### src/rtl/trace_issue_buffer_pkg.sv
// Shared types and constants for the trace issue buffer and its entry FIFO.
// Also holds the entry/output structs the trace front end already uses.
package trace_issue_buffer_pkg;

  localparam int ADDRESS_WIDTH = 32;
  localparam int TIME_WIDTH    = 32;
  localparam int DEFAULT_DEPTH = 8;

  typedef enum logic [1:0] {
    OP_READ  = 2'd0,
    OP_WRITE = 2'd1,
    OP_FETCH = 2'd2
  } parsed_op_t;

  typedef enum logic [1:0] {
    IDLE      = 2'd0,
    WAIT_TIME = 2'd1,
    ISSUE     = 2'd2,
    STALL     = 2'd3
  } issue_states_t;

  typedef struct packed {
    logic [TIME_WIDTH-1:0]    time_cpu;
    parsed_op_t               opcode;
    logic [ADDRESS_WIDTH-1:0] address;
  } trace_entry_t;

  typedef struct packed {
    logic                     op_ready_s;
    parsed_op_t               opcode;
    logic [ADDRESS_WIDTH-1:0] address;
    logic [TIME_WIDTH-1:0]    time_cpu;
  } parser_out_struct_t;

endpackage

### src/rtl/trace_entry_fifo.sv
// Circular storage for trace entries: pointers, occupancy, full/empty.
// Exposes the head and the time of the entry behind it for back-to-back issue.
import trace_issue_buffer_pkg::*;

module trace_entry_fifo #(
  parameter int DEPTH = DEFAULT_DEPTH,
  localparam int PW = $clog2(DEPTH),
  localparam int CW = $clog2(DEPTH + 1)
) (
  input  logic                  clk,
  input  logic                  rst_n,
  input  logic                  push_i,
  input  trace_entry_t          wdata_i,
  input  logic                  pop_i,
  output trace_entry_t          head_o,
  output logic [TIME_WIDTH-1:0] head_next_time_o,
  output logic [CW-1:0]         count_o,
  output logic                  full_o,
  output logic                  empty_o
);

  trace_entry_t    mem_q [DEPTH];
  logic [PW-1:0]   rd_q, wr_q;
  logic [CW-1:0]   cnt_q;
  logic            push_ok, pop_ok;
  trace_entry_t    next_e;

  assign full_o  = (cnt_q == CW'(DEPTH));
  assign empty_o = (cnt_q == '0);
  assign push_ok = push_i && !full_o;
  assign pop_ok  = pop_i && !empty_o;
  assign count_o = cnt_q;
  assign head_o  = mem_q[rd_q];
  assign next_e  = mem_q[rd_q + PW'(1)];
  assign head_next_time_o = next_e.time_cpu;

  always_ff @(posedge clk) begin
    if (push_ok) mem_q[wr_q] <= wdata_i;
  end

  always_ff @(posedge clk or negedge rst_n) begin
    if (!rst_n) begin
      rd_q  <= '0;
      wr_q  <= '0;
      cnt_q <= '0;
    end else begin
      if (push_ok) wr_q <= wr_q + PW'(1);
      if (pop_ok)  rd_q <= rd_q + PW'(1);
      unique case ({push_ok, pop_ok})
        2'b10:   cnt_q <= cnt_q + CW'(1);
        2'b01:   cnt_q <= cnt_q - CW'(1);
        default: cnt_q <= cnt_q;
      endcase
    end
  end

endmodule

### src/rtl/trace_issue_buffer.sv
// Buffers parsed trace entries and issues the head once cur_time is due.
// Optional TRACE_TIME_SKIP_EN exposes the head timestamp while waiting.
import trace_issue_buffer_pkg::*;

module trace_issue_buffer #(
  parameter int DEPTH  = DEFAULT_DEPTH,
  parameter int TIME_W = TIME_WIDTH,
  parameter int ADDR_W = ADDRESS_WIDTH,
  localparam int CW = $clog2(DEPTH + 1)
) (
  input  logic               clk,
  input  logic               rst_n,
  input  logic               in_valid,
  output logic               in_ready,
  input  logic [TIME_W-1:0]  in_time,
  input  logic [1:0]         in_opcode,
  input  logic [ADDR_W-1:0]  in_address,
  input  logic [TIME_W-1:0]  cur_time,
  input  logic               queue_full,
  output parser_out_struct_t out,
  output logic [CW-1:0]      count,
  output logic               err_order,
  output logic               err_opcode,
  output issue_states_t      state
`ifdef TRACE_TIME_SKIP_EN
  ,
  output logic [TIME_W-1:0]  next_time,
  output logic               next_time_valid
`endif
);

  issue_states_t         state_q, state_d;
  logic [TIME_W-1:0]     last_time_q;
  logic                  err_order_q, err_opcode_q;
  logic                  push_acc, op_bad, wr_en, late, pop;
  logic [TIME_W-1:0]     wr_time;
  trace_entry_t          wr_entry, head;
  logic [TIME_WIDTH-1:0] next_t;
  logic                  full, empty, due_h, due_n;

  assign push_acc = in_valid && in_ready;
  assign op_bad   = (in_opcode == 2'd3);
  assign wr_en    = push_acc && !op_bad;
  assign late     = (in_time < last_time_q);
  assign wr_time  = late ? last_time_q : in_time;
  assign pop      = (state_q == ISSUE) && !queue_full;

  always_comb begin
    wr_entry          = '0;
    wr_entry.time_cpu = TIME_WIDTH'(wr_time);
    wr_entry.opcode   = parsed_op_t'(in_opcode);
    wr_entry.address  = ADDRESS_WIDTH'(in_address);
  end

  trace_entry_fifo #(.DEPTH(DEPTH)) u_fifo (
    .clk              (clk),
    .rst_n            (rst_n),
    .push_i           (wr_en),
    .wdata_i          (wr_entry),
    .pop_i            (pop),
    .head_o           (head),
    .head_next_time_o (next_t),
    .count_o          (count),
    .full_o           (full),
    .empty_o          (empty)
  );

  assign in_ready = !full;
  assign due_h    = (cur_time >= TIME_W'(head.time_cpu));
  assign due_n    = (cur_time >= TIME_W'(next_t));

  // After a pop the next state is judged on the entry behind the head.
  always_comb begin
    state_d = state_q;
    unique case (state_q)
      IDLE: begin
        if (!empty) state_d = WAIT_TIME;
      end
      WAIT_TIME: begin
        if (due_h) state_d = queue_full ? STALL : ISSUE;
      end
      ISSUE: begin
        if (!queue_full) begin
          if (count == CW'(1)) state_d = IDLE;
          else if (due_n)      state_d = ISSUE;
          else                 state_d = WAIT_TIME;
        end
      end
      STALL: begin
        if (!queue_full) state_d = ISSUE;
      end
      default: state_d = IDLE;
    endcase
  end

  always_ff @(posedge clk or negedge rst_n) begin
    if (!rst_n) begin
      state_q      <= IDLE;
      last_time_q  <= '0;
      err_order_q  <= 1'b0;
      err_opcode_q <= 1'b0;
    end else begin
      state_q <= state_d;
      if (wr_en) last_time_q <= wr_time;
      if (wr_en && late) err_order_q <= 1'b1;
      if (push_acc && op_bad) err_opcode_q <= 1'b1;
    end
  end

  always_comb begin
    out            = '0;
    out.op_ready_s = (state_q == ISSUE);
    if (state_q != IDLE) begin
      out.opcode   = head.opcode;
      out.address  = head.address;
      out.time_cpu = head.time_cpu;
    end
  end

  assign err_order  = err_order_q;
  assign err_opcode = err_opcode_q;
  assign state      = state_q;

`ifdef TRACE_TIME_SKIP_EN
  assign next_time_valid = (state_q == WAIT_TIME);
  assign next_time = next_time_valid ? TIME_W'(head.time_cpu) : '0;
`endif

endmodule

### config.mk
export PLATFORM = sky130hd
export DESIGN_NAME = trace_issue_buffer
export DESIGN_NICKNAME = d
export VERILOG_FILES = /design/src/rtl/trace_issue_buffer_pkg.sv /design/src/rtl/trace_entry_fifo.sv /design/src/rtl/trace_issue_buffer.sv
export SDC_FILE = /design/constraint.sdc
export NUM_CORES = 1
export LEC_CHECK = 0
export CAP_MARGIN = 20
export CORE_AREA = 2 2 214 216
export DETAILED_ROUTE_END_ITERATION = 12
export DIE_AREA = 0 0 216 218
export PLACE_DENSITY = 0.8
export REMOVE_ABC_BUFFERS = 1
export SKIP_CTS_REPAIR_TIMING = 1
export SLEW_MARGIN = 30
export SYNTH_ARGS = -nofsm -noshare
export SYNTH_HDL_FRONTEND = slang
export SYNTH_SLANG_ARGS = --single-unit
### constraint.sdc
create_clock -name clk -period 17.7 [get_ports clk]
set_input_delay 2.655 -clock clk [delete_from_list [all_inputs] [get_ports clk]]
set_output_delay 2.655 -clock clk [all_outputs]
set_load 0.005 [all_outputs]
After elaboration in Yosys (flattened, before gate mapping)

Memory sizes are Yosys's and may differ from the RTL's.
Index checks and enable logic that the tools add are counted.

Add/sub/neg operators: 4
$lt $le $gt $ge: 3
Equal/unequal tests: 12
Mux-type cells: 13
Reduce and logical (&&, ||, !) cells: 16

Operators by type and width:

| cell                                             | count |
|---|---|
| 2-to-1 mux 66 bit                                | 1 |
| >= comparator 32 bit                             | 2 |
| < comparator 32 bit                              | 1 |
| 2-to-1 mux 32 bit                                | 1 |
| 2-to-1 mux 2 bit                                 | 6 |
| == test 2 bit, second input constant             | 4 |
| inequality test 2 bit, second input constant     | 4 |
| one-hot mux 2 bit (4 select lines)               | 1 |
| one-hot mux 4 bit (2 select lines)               | 1 |
| logical AND 1 bit                                | 7 |
| adder 3 x 1 -> 3 bit, second input constant      | 2 |
| adder 4 x 1 -> 4 bit, second input constant      | 1 |
| == test 2 x 1 -> 1 bit, second input constant    | 2 |
| == test 4 x 1 -> 1 bit, second input constant    | 1 |
| == test 4 bit, second input constant             | 1 |
| zero test 1 bit                                  | 4 |
| zero test 4 bit                                  | 1 |
| AND reduction 4 bit                              | 1 |
| nonzero test 2 bit                               | 2 |
| subtractor 4 x 1 -> 4 bit, second input constant | 1 |
| 2-to-1 mux 1 bit                                 | 3 |
| zero test 2 bit                                  | 1 |

Bits in registers: 46
Bits in writable memories: 528
Input bits: 102
Output and inout port bits: 76
Logic and storage cells: 56
Memories: 1

Memory list:

| name         | words | width | rd ports | clocked after memory_dff | wr ports | RTL line               | text |
|---|---|---|---|---|---|---|---|
| u_fifo.mem_q | 8     | 66    | 2        | 0                        | 1        | trace_entry_fifo.sv:22 | `trace_entry_t mem_q [DEPTH];` |

Logic depth before layout (Yosys ltp)

Gate-level depths: netlist (run 1).

Depth after elaboration: 7
Mapped depth: 13
Gate-level depth less buffers: 11

By module

A second synthesis (run 1) with hierarchy kept.

Cells, all modules: 1482
Area, all modules: 27321.2 um^2

Modules (own cells, without submodules):

| module             | instances | cells each | area each (um^2) | seq. area each (um^2) |
|---|---|---|---|---|
| trace_entry_fifo   | 1         | 946        | 22671.7          | 16105.4 |
| trace_issue_buffer | 1         | 536        | 4649.5           | 900.9 |

Worst setup path after synthesis (run 1)

Ideal clock, no wire load.

Kind: input-to-reg
From: input in_valid
To: memory u_fifo.mem_q[4][0] (netlist bit) (enable)
Setup time: 0.677 ns
Arrival time: 10.144 ns
Required time: 17.023 ns
Setup slack: 6.880 ns
Stages: 5
Buffers on the path: 1
Cells stage by stage: nand2_1 a21oi_2 clkinv_1 clkbuf_1 nor4b_1

Word-level cells in the longest chain between the ends: 5

RTL lines:

| element                                | RTL line                 | text |
|---|---|---|
| start: declaration                     | trace_issue_buffer.sv:13 | `input logic in_valid,` |
| logical AND 1 bit                      | trace_issue_buffer.sv:41 | `assign push_acc = in_valid && in_ready;` |
| logical AND 1 bit                      | trace_issue_buffer.sv:43 | `assign wr_en = push_acc && !op_bad;` |
| logical AND 1 bit                      | trace_entry_fifo.sv:30   | `assign push_ok = push_i && !full_o;` |
| 2-to-1 mux 1 bit                       | trace_entry_fifo.sv:38   | `if (push_ok) mem_q[wr_q] <= wdata_i;` |
| 2-to-1 mux 1 bit (not written as such) | trace_entry_fifo.sv:38   |  |
| end: declaration                       | trace_entry_fifo.sv:22   |  |

No other way between the ends.

==> out/qor_table.md, run 1 <==
| Step | Metric | Reported |
| --- | --- | --- |
| outcome | Run status | completed |
| route | DRC violations left | 0 |
| timing | Worst-Margin Slew | 1039 ps |
| critical path | Cell Chain, Critical Path | buf_12, buf_4, buf_16, buf_4, mux4_2, mux2i_1, nor2_1, clkdlybuf4s50_1 |
| timing | Final total negative setup slack | 0 ps |
| critical path | Delay of the slowest cell on the worst path | 810 ps |
| route | Overall routed net length | 62.37 mm |
| global routing | Total global-route track usage | 0.2707 |
| synthesis | Total standard cell area after synthesis | 26520 µm² |
| critical path | Signal arrival time at the worst endpoint | 4500 ps |
| timing | Slew Limit Headroom | 0.2892 |
| route | Routed len/inst | 26.64 µm |
| floorplan | Height of the chip | 218 µm |
| synthesis | Count of state elements after synthesis | 574 |
| critical path | Register-to-register setup slack | 12180 ps |
| clock tree | Clock latency at the later pin of the worst-skew pair | 620 ps |
| route | Met1 Routed Length | 24.23 mm |
| clock tree | Clock tree root buffer cell | sky130_fd_sc_hd__clkbuf_16 |
| route | Antenna Nets Post-Route | 0 |
| place | Worst-case setup slack after placement | 10940 ps |
| critical path | Category of the worst setup path launch point | flop |
| clock tree | Maximum clock path buffer count | 3 |
| floorplan | Starting Density | 0.5908 |
| critical path | CP Class | reg2out |
| clock tree | CTS tree | yes |
| critical path | Critical R2R Launch | u_fifo.rd_q[0]$_DFFE_PN0P_ |
| timing | Endpoints failing setup | 0 |
| timing | Worst path setup slack after routing | 10550 ps |
| critical path | Critical path endpoint category | primary output |
| route | DRC marker count from the first detailed-route iteration | 1660 |
| clock tree | Total number of clock tree sinks | 574 |
| synthesis | Unique masters post-synth | 52 |
| synthesis | Post-synth EDFFs | 528 |
| power and ir drop | Worst supply voltage drop on vdd | 0.1075 mV |
| timing | Setup repair after global routing missed its margin | false |
| route | DR WL met2 | 31.42 mm |
| synthesis | Mean area per synthesized cell | 17.58 µm² |
| critical path | Cell with the most instances on the worst path | sky130_fd_sc_hd__buf_4 |
| cells and area | Total Nets Final | 1896 |
| cells and area | Final standard cell utilization of the core | 0.6905 |
| cells and area | Layout cells sized above 1 | 0.1944 |
| timing | Final setup skew | 18.66 ps |
| floorplan | Placement row count | 78 |
| synthesis | Predominant post-synthesis flop cell | sky130_fd_sc_hd__edfxtp_1 |
| timing | Post-layout minimum cycle time | 7155 ps |
| synthesis | Cells after Synth | 1509 |
| clock tree | Number of buffers inserted during clock tree synthesis | 55 |
| floorplan | Total Die Area | 47090 µm² |
| route | Topmost layer with routed signal wires | met5 |
| timing | Hold Violations, Final | 0 |
| cells and area | Most common cell after layout, fill and taps aside | sky130_fd_sc_hd__edfxtp_1 |
| hold path | Worst min-delay path class | reg2reg |
| power and ir drop | Leakage power total | 10.29 nW |
| power and ir drop | Pwr/cell area | 148.9 nW/µm² |
| critical path | Worst-path fanout max | 40 |
| critical path | Cell count of the worst reg-to-reg path | 14 |
| global routing | Pin count of the biggest net entering global routing | 71 |
| run | Count of max-cap constraint violations | 0 |
| global routing | Total congestion overflow | 0 |
| critical path | WP data required | 15050 ps |
| floorplan | Placeable core region | 44890 µm² |
| floorplan | I/O pin total | 178 |
| route | First-pass iteration count of the detailed router | 5 |
| critical path | Standard cell with the maximum stage delay on the critical path | sky130_fd_sc_hd__dfrtp_4 |
| hold path | Worst Hold Launch | err_order$_DFFE_PN0P_ |
| place | I/O Buffers | 177 |
| place | Half-perimeter wire length after detailed placement | 36.73 mm |
| clock tree | Clock transition time at the flip-flop clock pins of the worst setup and hold paths | 70 ps |
| synthesis | Fraction of registers with async set/reset | 0.08014 |
| synthesis | Synthesis Warnings | 0 |
| place | Routability-driven placement congestion ratio | 0.8242 |
| global routing | Global-route wire length before repair | 94.92 mm |
| timing | Top achievable clock speed | 139.8 MHz |
| cells and area | Area delta synth->final | 16.86% |
| clock tree | Htree depth | 2 |
| critical path | Critical R2R Capture | state[0]$_DFFE_PN0P_ |
| global routing | Number of global-route vias before repair | 16031 |
| global routing | Number of antenna violations at the first check in global routing | 3 |
| timing | Total count of max-transition violations in the final report | 0 |
| route | Via density per instance | 6.527 |
| route | Total via count in the routed design | 15279 |
| hold path | Worst min-delay path endpoint | err_order$_DFFE_PN0P_ |
| timing | Crit share post-route | 0.4042 |
| cells and area | Leading cell types in the layout, fill and taps excluded | sky130_fd_sc_hd__edfxtp_1 (528), sky130_fd_sc_hd__mux4_2 (196), sky130_fd_sc_hd__clkdlybuf4s50_1 (176), sky130_fd_sc_hd__ha_1 (100), sky130_fd_sc_hd__mux2i_1 (97) |
| floorplan | X dimension of the die | 216 µm |
| synthesis | Fraction of the yosys area taken by sequential cells | 0.6412 |
| route | Met3 WL post-DR | 5.052 mm |
| hold path | Count of cells along the worst hold path | 1 |
==> Yosys cell counts, types with 4 or more instances <==
library cell               count  area [µm²]
sky130_fd_sc_hd__edfxtp_1    528       15860
sky130_fd_sc_hd__nand2_1      62       232.7
sky130_fd_sc_hd__dfrtp_1      46        1151
sky130_fd_sc_hd__nand3_1       8       40.04
sky130_fd_sc_hd__nor2_1       82       307.8
sky130_fd_sc_hd__nor3b_1       4       30.03
sky130_fd_sc_hd__buf_1         9       33.78
sky130_fd_sc_hd__mux2i_1      97       970.9
sky130_fd_sc_hd__o211ai_1     33       247.7
sky130_fd_sc_hd__inv_1        69       259.0
sky130_fd_sc_hd__o311ai_0      9       78.83
sky130_fd_sc_hd__ha_1        101        1264
sky130_fd_sc_hd__nand4_1       9       56.30
sky130_fd_sc_hd__o21ai_0      43       215.2
sky130_fd_sc_hd__a21oi_1      24       120.1
sky130_fd_sc_hd__o311ai_1     23       201.4
sky130_fd_sc_hd__mux4_2      196        4414
sky130_fd_sc_hd__a21o_1       20       150.1
sky130_fd_sc_hd__nor2b_1       6       37.54
sky130_fd_sc_hd__xor2_1        4       35.03
sky130_fd_sc_hd__nor3_1        6       30.03
sky130_fd_sc_hd__xnor2_1       5       43.79
sky130_fd_sc_hd__a221oi_1      4       35.03
sky130_fd_sc_hd__a211oi_1      7       52.55
sky130_fd_sc_hd__clkbuf_1     33       123.9
sky130_fd_sc_hd__buf_2        41       205.2
==> area by class of cell <==
cell class | count | area (µm²)
repair buffers | 213 | 2122
well taps | 600 | 750.7
clock inverters | 27 | 364.1
fillers | 2806 | 13900
diodes | 2 | 5.005
clock buffers | 76 | 1536
flip-flops and latches | 574 | 17020
inverters | 70 | 262.8
multi-input cells | 779 | 8939
==> report_power, final <==
part           total (mW)  switching [mW]  internal (mW)
sequential           1.71           0.111           1.60
clock                1.22           0.496          0.725
combinational        1.69           0.835          0.850
total                4.61            1.44           3.17
==> cell families after synthesis <==
| logic type | synth area share |
|---|---|
| compound gates | 0.04774 |
| simple gates | 0.03146 |
| fa+ha+maj | 0.04764 |
| mux | 0.2043 |
| xor+xnor | 0.002972 |
| flops | 0.6412 |
| buf+inv | 0.02472 |
==> metrics by stage <==
stage          power [mW]  cells  hold slack, ps  instance area, µm²
3_5_place_dp        3.411   2233           476.5               29010
5_1_grt             4.810   2341           498.9               31000
6_report            4.614   2341           481.9               31000
2_1_floorplan       2.932   1423           451.0               26130
3_3_place_gp        3.375   2231           460.0               28970
4_1_cts             4.643   2336           489.8               30910
==> worst max path at each step <==
stage | startpoint | to | slack, ps | cells past startpoint
2_1_floorplan | in_valid | u_fifo.mem_q[4][0]$_DFFE_PP_ | 5940 | 4
3_3_place_gp | u_fifo.rd_q[0]$_DFFE_PN0P_ | out[34] | 10810 | 6
3_5_place_dp | u_fifo.rd_q[0]$_DFFE_PN0P_ | out[41] | 10940 | 7
4_1_cts | u_fifo.rd_q[0]$_DFFE_PN0P_ | out[41] | 10200 | 7
5_1_grt | u_fifo.rd_q[0]$_DFFE_PN0P_ | out[41] | 10200 | 8
6_report | u_fifo.rd_q[0]$_DFFE_PN0P_ | out[41] | 10550 | 8
==> registers in the layout, summed over array words and instances (netlist names) <==
signal	cells
err_opcode	1
err_order	1
last_time_q	32
state	2
u_fifo.count_o	4
u_fifo.mem_q	528
u_fifo.rd_q	3
u_fifo.wr_q	3
==> routing by layer <==
layer | up-vias | GRT usage
met5 | - | 0
met1 | 7873 | 0.3686
li1 | 6519 | -
met4 | 2 | 0.09224
met3 | 129 | 0.04128
met2 | 756 | 0.4538
==> worst max-delay path: cells and delay by family, from the launching register on <==
kind,cells,cell delay [ps]
multiplexers,2,800
buffers and inverters,5,2130
AND/OR/NAND/NOR,1,70
flip-flops,1,810
Note: power is estimated with default switching activity, not from simulation.
==> run 2: changes to the inputs <==
--- a/config.mk
+++ b/config.mk
@@ -6,10 +6,10 @@
 export NUM_CORES = 1
 export LEC_CHECK = 0
 export CAP_MARGIN = 20
-export CORE_AREA = 2 2 214 216
+export CORE_AREA = 2 2 216 218
 export DETAILED_ROUTE_END_ITERATION = 12
-export DIE_AREA = 0 0 216 218
-export PLACE_DENSITY = 0.8
+export DIE_AREA = 0 0 218 220
+export PLACE_DENSITY = 0.79
 export REMOVE_ABC_BUFFERS = 1
 export SKIP_CTS_REPAIR_TIMING = 1
 export SLEW_MARGIN = 30
==> constraint.sdc (replaced) <==
create_clock -name clk -period 7.5 [get_ports clk]
set_input_delay 1.125 -clock clk [delete_from_list [all_inputs] [get_ports clk]]
set_output_delay 1.125 -clock clk [all_outputs]
set_load 0.005 [all_outputs]
==> run 2 against run 1 <==
  * Power grew 140%
  * Worst setup slack lost 7800 ps
  * Highest routed layer is now met4
  * Final cell count is essentially flat
  * Clock skew shrank 1.7 ps
  * Critical path depth shrank 2
  * Register-to-register slack lost 9300 ps
  * Global-route usage shrank 0.66 points
  * Core utilization shrank 1.3 points
  * Die area grew 1.9%
  * Hold slack lost 2.9 ps
==> out/qor_table.md, run 2 (synthesis results as in run 1) <==
| Step | Metric | Reported | Change |
| --- | --- | --- | --- |
| hold path | Worst min-delay path class | reg2reg |  |
| critical path | Critical path endpoint category | primary output |  |
| power and ir drop | Worst supply voltage drop on vdd | 0.2780 mV | +160% |
| outcome | Run status | completed |  |
| cells and area | Leading cell types in the layout, fill and taps excluded | sky130_fd_sc_hd__edfxtp_1 (528), sky130_fd_sc_hd__mux4_2 (196), sky130_fd_sc_hd__clkdlybuf4s50_1 (176), sky130_fd_sc_hd__ha_1 (100), sky130_fd_sc_hd__mux2i_1 (97) |  |
| clock tree | Total number of clock tree sinks | 574 | unchanged |
| route | Routed len/inst | 26.66 µm | about the same |
| route | Overall routed net length | 62.46 mm | +0.14% |
| place | Worst-case setup slack after placement | 2497 ps | -8439 ps |
| critical path | Worst-path fanout max | 75 | +88% |
| power and ir drop | Gate power share | 0.368 | +0.003 |
| power and ir drop | Switching power total | 3.395 mW | +140% |
| critical path | WP data required | 6380 ps | -8670 ps |
| global routing | Total global-route track usage | 0.2641 | -0.006555 |
| place | I/O Buffers | 177 | unchanged |
| global routing | Number of global-route vias before repair | 15753 | -1.7% |
| timing | Crit share post-route | 0.6320 |  |
| timing | Post-layout minimum cycle time | 4740 ps |  |
| cells and area | Max reg flops | 528 | unchanged |
| timing | Worst-Margin Slew | 851.3 ps | -188.0 ps |
| cells and area | Count of placed standard cells in the final layout, fillers left out | 2343 | +0.085% |
| place | Placed insts | 2240 | +0.31% |
| route | First-pass iteration count of the detailed router | 7 | +2 |
| route | DRC marker count from the first detailed-route iteration | 1648 | -0.72% |
| power and ir drop | Power Internal | 7.537 mW | +140% |
| power and ir drop | Pwr/cell area | 351.9 nW/µm² | +140% |
| timing | Top achievable clock speed | 211.0 MHz |  |
| power and ir drop | Proportion of power drawn by flip-flops and latches | 0.365 | -0.005 |
| route | DRC violations left | 0 | unchanged |
| power and ir drop | Leakage power total | 10.31 nW | +0.21% |
| cells and area | Final standard cell utilization of the core | 0.6772 | -0.01325 |
| critical path | Signal arrival time at the worst endpoint | 3610 ps | -890 ps |
| critical path | Category of the worst setup path launch point | flop |  |
| floorplan | Total Die Area | 47960 µm² | +1.9% |
| floorplan | Placement row count | 79 | +1.3% |
| cells and area | Area delta synth->final | 17.10% |  |
| clock tree | CTS tree | yes |  |
| timing | Slew Limit Headroom | 0.4265 | +0.1373 |
| cells and area | Most common cell after layout, fill and taps aside | sky130_fd_sc_hd__edfxtp_1 |  |
| timing | Hold Violations, Final | 0 | unchanged |
| global routing | Total congestion overflow | 0 | unchanged |
| clock tree | Clock transition time at the flip-flop clock pins of the worst setup and hold paths | 60 ps | about the same |
| floorplan | X dimension of the die | 218 µm | +0.93% |
| timing | Endpoints failing setup | 0 | unchanged |
| clock tree | Maximum clock path buffer count | 3 | unchanged |
| global routing | Pin count of the biggest net entering global routing | 76 | +7.0% |
| cells and area | Number of fill cells | 2956 | +5.3% |
| clock tree | Clock tree root buffer cell | sky130_fd_sc_hd__clkbuf_16 |  |
| power and ir drop | Share of total power consumed by net switching | 0.3106 | -0.002142 |
| global routing | Global-route wire length before repair | 93.83 mm | -1.2% |
| critical path | CP Class | reg2out |  |
| place | Routability-driven placement congestion ratio | 0.8314 | +0.87% |
| global routing | Number of antenna violations at the first check in global routing | 0 | -3 |
| timing | Min Hold Slack | 479.0 ps | -2.881 ps |
| timing | Setup repair after global routing missed its margin | false |  |
| route | Antenna Nets Post-Route | 0 | unchanged |
| clock tree | Number of buffers inserted during clock tree synthesis | 54 | -1.8% |
| floorplan | Placeable core region | 45860 µm² | +2.2% |
| place | Half-perimeter wire length after detailed placement | 38.00 mm | +3.5% |
| timing | Total count of max-transition violations in the final report | 0 | unchanged |
| floorplan | Starting Density | 0.5783 | -0.01251 |
| floorplan | I/O pin total | 178 | unchanged |
| run | Count of max-cap constraint violations | 0 | unchanged |
| cells and area | Total Nets Final | 1893 | -0.16% |
| clock tree | Htree depth | 2 | unchanged |
| route | Total via count in the routed design | 15176 | -0.67% |
| floorplan | Height of the chip | 220 µm | +0.92% |
| route | Via density per instance | 6.477 | -0.76% |
| power and ir drop | Clock share of power | 0.267 | +0.002 |
| cells and area | Register ranked first by flip-flop count | u_fifo.mem_q |  |
| cells and area | Layout cells sized above 1 | 0.2016 | +0.007248 |
| timing | Final setup skew | 16.98 ps | -1.679 ps |
| timing | Worst path setup slack after routing | 2760 ps | -7785 ps |
| cells and area | Diode insertion count for antenna repair | 0 | -2 |
| clock tree | Clock latency at the later pin of the worst-skew pair | 600 ps | -20 ps |
==> run 2: stage by stage <==
| stage | setup TNS (ps) | cell area [µm²] | power, mW |
|---|---|---|---|
| after floorplan | -601020 | 26130 | 6.920 |
| after global placement | 0 | 28980 | 7.966 |
| after detailed placement | 0 | 29080 | 8.072 |
| after CTS | 0 | 31020 | 10.99 |
| after global routing | 0 | 31060 | 11.41 |
| final | 0 | 31060 | 10.93 |
==> run 2: layout make-up <==
cell class                 instances  area [µm²]  share of cell area
clock buffer                      73        1534             0.04939
clock inverter                    29       406.6             0.01309
inverter                          70       262.8            0.008460
multi-input combinational        779        8961              0.2885
sequential                       574       17020              0.5479
tap                              607       759.5             0.02445
timing repair buffer             211        2118             0.06820
==> run 2: path summary, 6_finish.rpt <==
| check | to | start | slack, ps | depth (start not counted) |
|---|---|---|---|---|
| max | out[39] | u_fifo.rd_q[0]$_DFFE_PN0P_ | 2760 | 6 |
| min | err_opcode$_DFFE_PN0P_ | err_opcode$_DFFE_PN0P_ | 480 | 1 |
| max reg2reg | state[0]$_DFFE_PN0P_ | u_fifo.rd_q[2]$_DFFE_PN0P_ | 2880 | 9 |
| min reg2reg | err_opcode$_DFFE_PN0P_ | err_opcode$_DFFE_PN0P_ | 480 | 1 |
| max in group asynchronous | u_fifo.rd_q[1]$_DFFE_PN0P_ | rst_n | 6290 | 2 |
| min in group asynchronous | u_fifo.count_o[3]$_DFFE_PN0P_ | rst_n | 650 | 2 |
==> run 2: critical path, stage by stage (launching register included) <==
cell                              delay (ps)
sky130_fd_sc_hd__dfrtp_4                 690
sky130_fd_sc_hd__buf_12                  470
sky130_fd_sc_hd__buf_16                  410
sky130_fd_sc_hd__mux4_2                  590
sky130_fd_sc_hd__mux2i_1                 180
sky130_fd_sc_hd__nor2_1                   70
sky130_fd_sc_hd__clkdlybuf4s50_1         500
==> run 2: power by group through the flow <==
stage	registers, mW	logic [mW]	clock network (mW)
2_1_floorplan	4.35	2.57	0
6_report	3.99	4.03	2.92
5_1_grt	4.01	4.33	3.06
3_5_place_dp	4.09	3.98	0
3_3_place_gp	4.07	3.90	0
4_1_cts	4.03	4.02	2.95
==> run 2: layer usage <==
layer	share of wire	up-vias	GRT usage
li1	-	6531	-
met1	0.39	7885	0.3557
met2	0.52	642	0.4498
met3	0.065	118	0.03533
met4	0.028	0	0.08866
met5	0	-	0
==> run 3: changes to the inputs <==
--- a/config.mk
+++ b/config.mk
@@ -6,10 +6,10 @@
 export NUM_CORES = 1
 export LEC_CHECK = 0
 export CAP_MARGIN = 20
-export CORE_AREA = 2 2 216 218
+export CORE_AREA = 2 2 225 227
 export DETAILED_ROUTE_END_ITERATION = 12
-export DIE_AREA = 0 0 218 220
-export PLACE_DENSITY = 0.79
+export DIE_AREA = 0 0 227 229
+export PLACE_DENSITY = 0.76
 export REMOVE_ABC_BUFFERS = 1
 export SKIP_CTS_REPAIR_TIMING = 1
 export SLEW_MARGIN = 30
==> constraint.sdc (replaced) <==
create_clock -name clk -period 4.28 [get_ports clk]
set_input_delay 0.642 -clock clk [delete_from_list [all_inputs] [get_ports clk]]
set_output_delay 0.642 -clock clk [all_outputs]
set_load 0.005 [all_outputs]
==> run 3 against run 2 <==
  * Clock-buffer cell count down 4
  * Sequential share of layout area down 0.19 points
  * Final cell count up 2.7%
  * Worst setup slack worse by 2500 ps
  * Via count up 1.2%
  * Clock skew up 14 ps
  * Critical path depth up 6
  * Final area up 0.35%
  * Wire length up 3.9%
  * Power up 75%
  * Clock power up 66%
  * Non-clock buffer count up 5
  * Critical path type is now reg2reg
  * Largest cell class unchanged
==> out/qor_table.md, run 3 (synthesis results as in run 1) <==
| Step | Metric | Reported | Change |
| --- | --- | --- | --- |
| cells and area | Total Nets Final | 1898 | +0.26% |
| global routing | Number of global-route vias before repair | 16087 | +2.1% |
| cells and area | Max reg flops | 528 | unchanged |
| outcome | Run status | completed |  |
| cells and area | Diode insertion count for antenna repair | 0 | unchanged |
| route | Overall routed net length | 64.86 mm | +3.9% |
| global routing | Total global-route track usage | 0.2532 | -0.01094 |
| route | DRC violations left | 0 | unchanged |
| power and ir drop | Pwr/cell area | 613.3 nW/µm² | +74% |
| cells and area | Most common cell after layout, fill and taps aside | sky130_fd_sc_hd__edfxtp_1 |  |
| critical path | Worst-path fanout max | 71 | -5.3% |
| place | I/O Buffers | 177 | unchanged |
| cells and area | Register ranked first by flip-flop count | u_fifo.mem_q |  |
| clock tree | Maximum clock path buffer count | 3 | unchanged |
| timing | Top achievable clock speed | 246.7 MHz |  |
| critical path | Register-to-register setup slack | 230 ps | -2650 ps |
| critical path | Cell count of the worst reg-to-reg path | 12 | +3 |
| global routing | Met1 Use GR | 0.3460 | -0.009694 |
| floorplan | X dimension of the die | 227 µm | +4.1% |
| place | Half-perimeter wire length after detailed placement | 37.48 mm | -1.4% |
| cells and area | Design Area, Final | 31170 µm² | +0.35% |
| cells and area | Layout cells sized above 1 | 0.1965 | -0.005071 |
| timing | Setup repair after global routing missed its margin | false |  |
| floorplan | Height of the chip | 229 µm | +4.1% |
| cells and area | Final standard cell utilization of the core | 0.6276 | -0.04957 |
| route | Total via count in the routed design | 15351 | +1.2% |
| timing | Slew Limit Headroom | 0.3895 | -0.03693 |
| clock tree | Clock transition time at the flip-flop clock pins of the worst setup and hold paths | 60 ps | about the same |
| floorplan | Total Die Area | 51980 µm² | +8.4% |
| route | Antenna Nets Post-Route | 0 | unchanged |
| critical path | Signal arrival time at the worst endpoint | 4560 ps | +950 ps |
| timing | Crit share post-route | 0.9470 |  |
| route | Via density per instance | 6.378 | -1.5% |
| clock tree | Htree depth | 2 | unchanged |
| global routing | Met3 capacity usage during global routing | 0.04323 | +0.007898 |
| clock tree | Number of buffers inserted during clock tree synthesis | 54 | unchanged |
| timing | Worst-Margin Slew | 892.6 ps | +41.31 ps |
| global routing | Global-route wire length before repair | 96.86 mm | +3.2% |
| route | Routed len/inst | 26.95 µm | +1.1% |
| global routing | Peak-usage layer in the global routing report | met2 |  |
| critical path | WP data required | 4790 ps | -1590 ps |
| global routing | Pin count of the biggest net entering global routing | 101 | +33% |
| place | Instance area after placement | 29320 µm² | +0.84% |
| cells and area | Leading cell types in the layout, fill and taps excluded | sky130_fd_sc_hd__edfxtp_1 (528), sky130_fd_sc_hd__mux4_2 (196), sky130_fd_sc_hd__clkdlybuf4s50_1 (176), sky130_fd_sc_hd__ha_1 (100), sky130_fd_sc_hd__mux2i_1 (97) |  |
| global routing | Number of antenna violations at the first check in global routing | 0 | unchanged |
| clock tree | Clock tree root buffer cell | sky130_fd_sc_hd__clkbuf_16 |  |
| timing | Total count of max-transition violations in the final report | 0 | unchanged |
| timing | Final setup skew | 31.34 ps | +14.36 ps |
| clock tree | CTS tree | yes |  |
| clock tree | Total number of clock tree sinks | 574 | unchanged |
| floorplan | Placement row count | 82 | +3.8% |
| hold path | Worst min-delay path class | in2async |  |
| critical path | Critical R2R Launch | u_fifo.rd_q[0]$_DFFE_PN0P_ |  |
| critical path | Critical path endpoint category | flop |  |
| global routing | Total congestion overflow | 0 | unchanged |
| route | DRC marker count from the first detailed-route iteration | 1627 | -1.3% |
| power and ir drop | Worst supply voltage drop on vdd | 0.7237 mV | +160% |
| clock tree | Clock latency at the later pin of the worst-skew pair | 630 ps | +30 ps |
| floorplan | Starting Density | 0.5341 | -0.04418 |
| power and ir drop | Leakage power total | 10.30 nW | -0.16% |
| route | First-pass iteration count of the detailed router | 5 | -2 |
| timing | Endpoints failing setup | 0 | unchanged |
| floorplan | I/O pin total | 178 | unchanged |
| timing | Final total negative setup slack | 0 ps | unchanged |
| timing | Min Hold Slack | 143.2 ps | -335.8 ps |
| critical path | Category of the worst setup path launch point | flop |  |
| run | Count of max-cap constraint violations | 0 | unchanged |
| cells and area | Number of fill cells | 3475 | +18% |
| cells and area | Area delta synth->final | 17.51% |  |
| global routing | Met2 Resource Use GR | 0.4133 | -0.03652 |
| timing | Hold Violations, Final | 0 | unchanged |
| place | Routability-driven placement congestion ratio | 0.7937 | -4.5% |
| critical path | CP Class | reg2reg |  |
| critical path | Critical R2R Capture | state[0]$_DFFE_PN0P_ |  |
| floorplan | Placeable core region | 49660 µm² | +8.3% |
| timing | Post-layout minimum cycle time | 4053 ps |  |
==> run 3: cell types whose count changed in the layout (fill, tap and decap cells not counted), moves of 3 or more <==
cell	before	now
sky130_fd_sc_hd__buf_12	2	16
sky130_fd_sc_hd__buf_4	26	20
sky130_fd_sc_hd__bufinv_16	9	6
sky130_fd_sc_hd__clkbuf_8	9	6
sky130_fd_sc_hd__clkinv_1	0	7
sky130_fd_sc_hd__clkinv_2	13	8
==> run 3: final cells by class <==
| class | instances | area [µm²] | share of cell area |
|---|---|---|---|
| Tap cell | 672 | 840.8 | 0.02698 |
| Sequential cell | 574 | 17020 | 0.5460 |
| Multi-Input combinational cell | 779 | 8949 | 0.2871 |
| Clock buffer | 69 | 1468 | 0.04709 |
| Timing Repair Buffer | 216 | 2301 | 0.07383 |
| Clock inverter | 27 | 329.1 | 0.01056 |
| Inverter | 70 | 262.8 | 0.008430 |
==> run 3: power breakdown <==
group          internal, mW  switching, mW  total [mW]
combinational          3.67           3.78        7.45
clock                  2.79           2.05        4.84
sequential             6.61          0.212        6.82
==> run 3: worst max-delay path, cell delays in order, from the launching register on <==
cell and delay (ps):
sky130_fd_sc_hd__dfrtp_4 560, sky130_fd_sc_hd__buf_12 410, sky130_fd_sc_hd__mux4_2 580, sky130_fd_sc_hd__mux2i_1 270
sky130_fd_sc_hd__ha_1 290, sky130_fd_sc_hd__o21ai_0 140, sky130_fd_sc_hd__a21oi_1 70, sky130_fd_sc_hd__o31ai_1 440
sky130_fd_sc_hd__a2111oi_0 310, sky130_fd_sc_hd__buf_4 220, sky130_fd_sc_hd__o21ai_1 180, sky130_fd_sc_hd__nand3_1 90
sky130_fd_sc_hd__a221oi_1 250
==> run 3: through the flow <==
stage,std cells,total power [mW],setup WS [ps]
finish,2407,19.11,226.8
CTS,2406,19.19,-80.36
floorplan,1423,11.45,-6939
global route,2407,19.95,44.35
global placement,2310,14.20,307.3
detailed placement,2310,14.34,273.4
==> run 3: per-layer routing <==
layer  share of wire  routed length, µm
met4           0.026               1710
met3           0.084               5475
met2            0.49              32080
met1            0.39              25600
met5               0                  0
==> run 3: worst max-delay path by stage <==
stage / from / end / slack (ps) / cells past startpoint
after floorplan: u_fifo.rd_q[0]$_DFFE_PN0P_ / state[0]$_DFFE_PN0P_ / -6940 / 11
after global placement: u_fifo.rd_q[0]$_DFFE_PN0P_ / state[0]$_DFFE_PN0P_ / 310 / 13
after detailed placement: u_fifo.rd_q[0]$_DFFE_PN0P_ / state[0]$_DFFE_PN0P_ / 270 / 12
after CTS: u_fifo.rd_q[0]$_DFFE_PN0P_ / out[32] / -80 / 6
after global routing: u_fifo.rd_q[1]$_DFFE_PN0P_ / state[0]$_DFFE_PN0P_ / 40 / 9
final: u_fifo.rd_q[0]$_DFFE_PN0P_ / state[0]$_DFFE_PN0P_ / 230 / 12
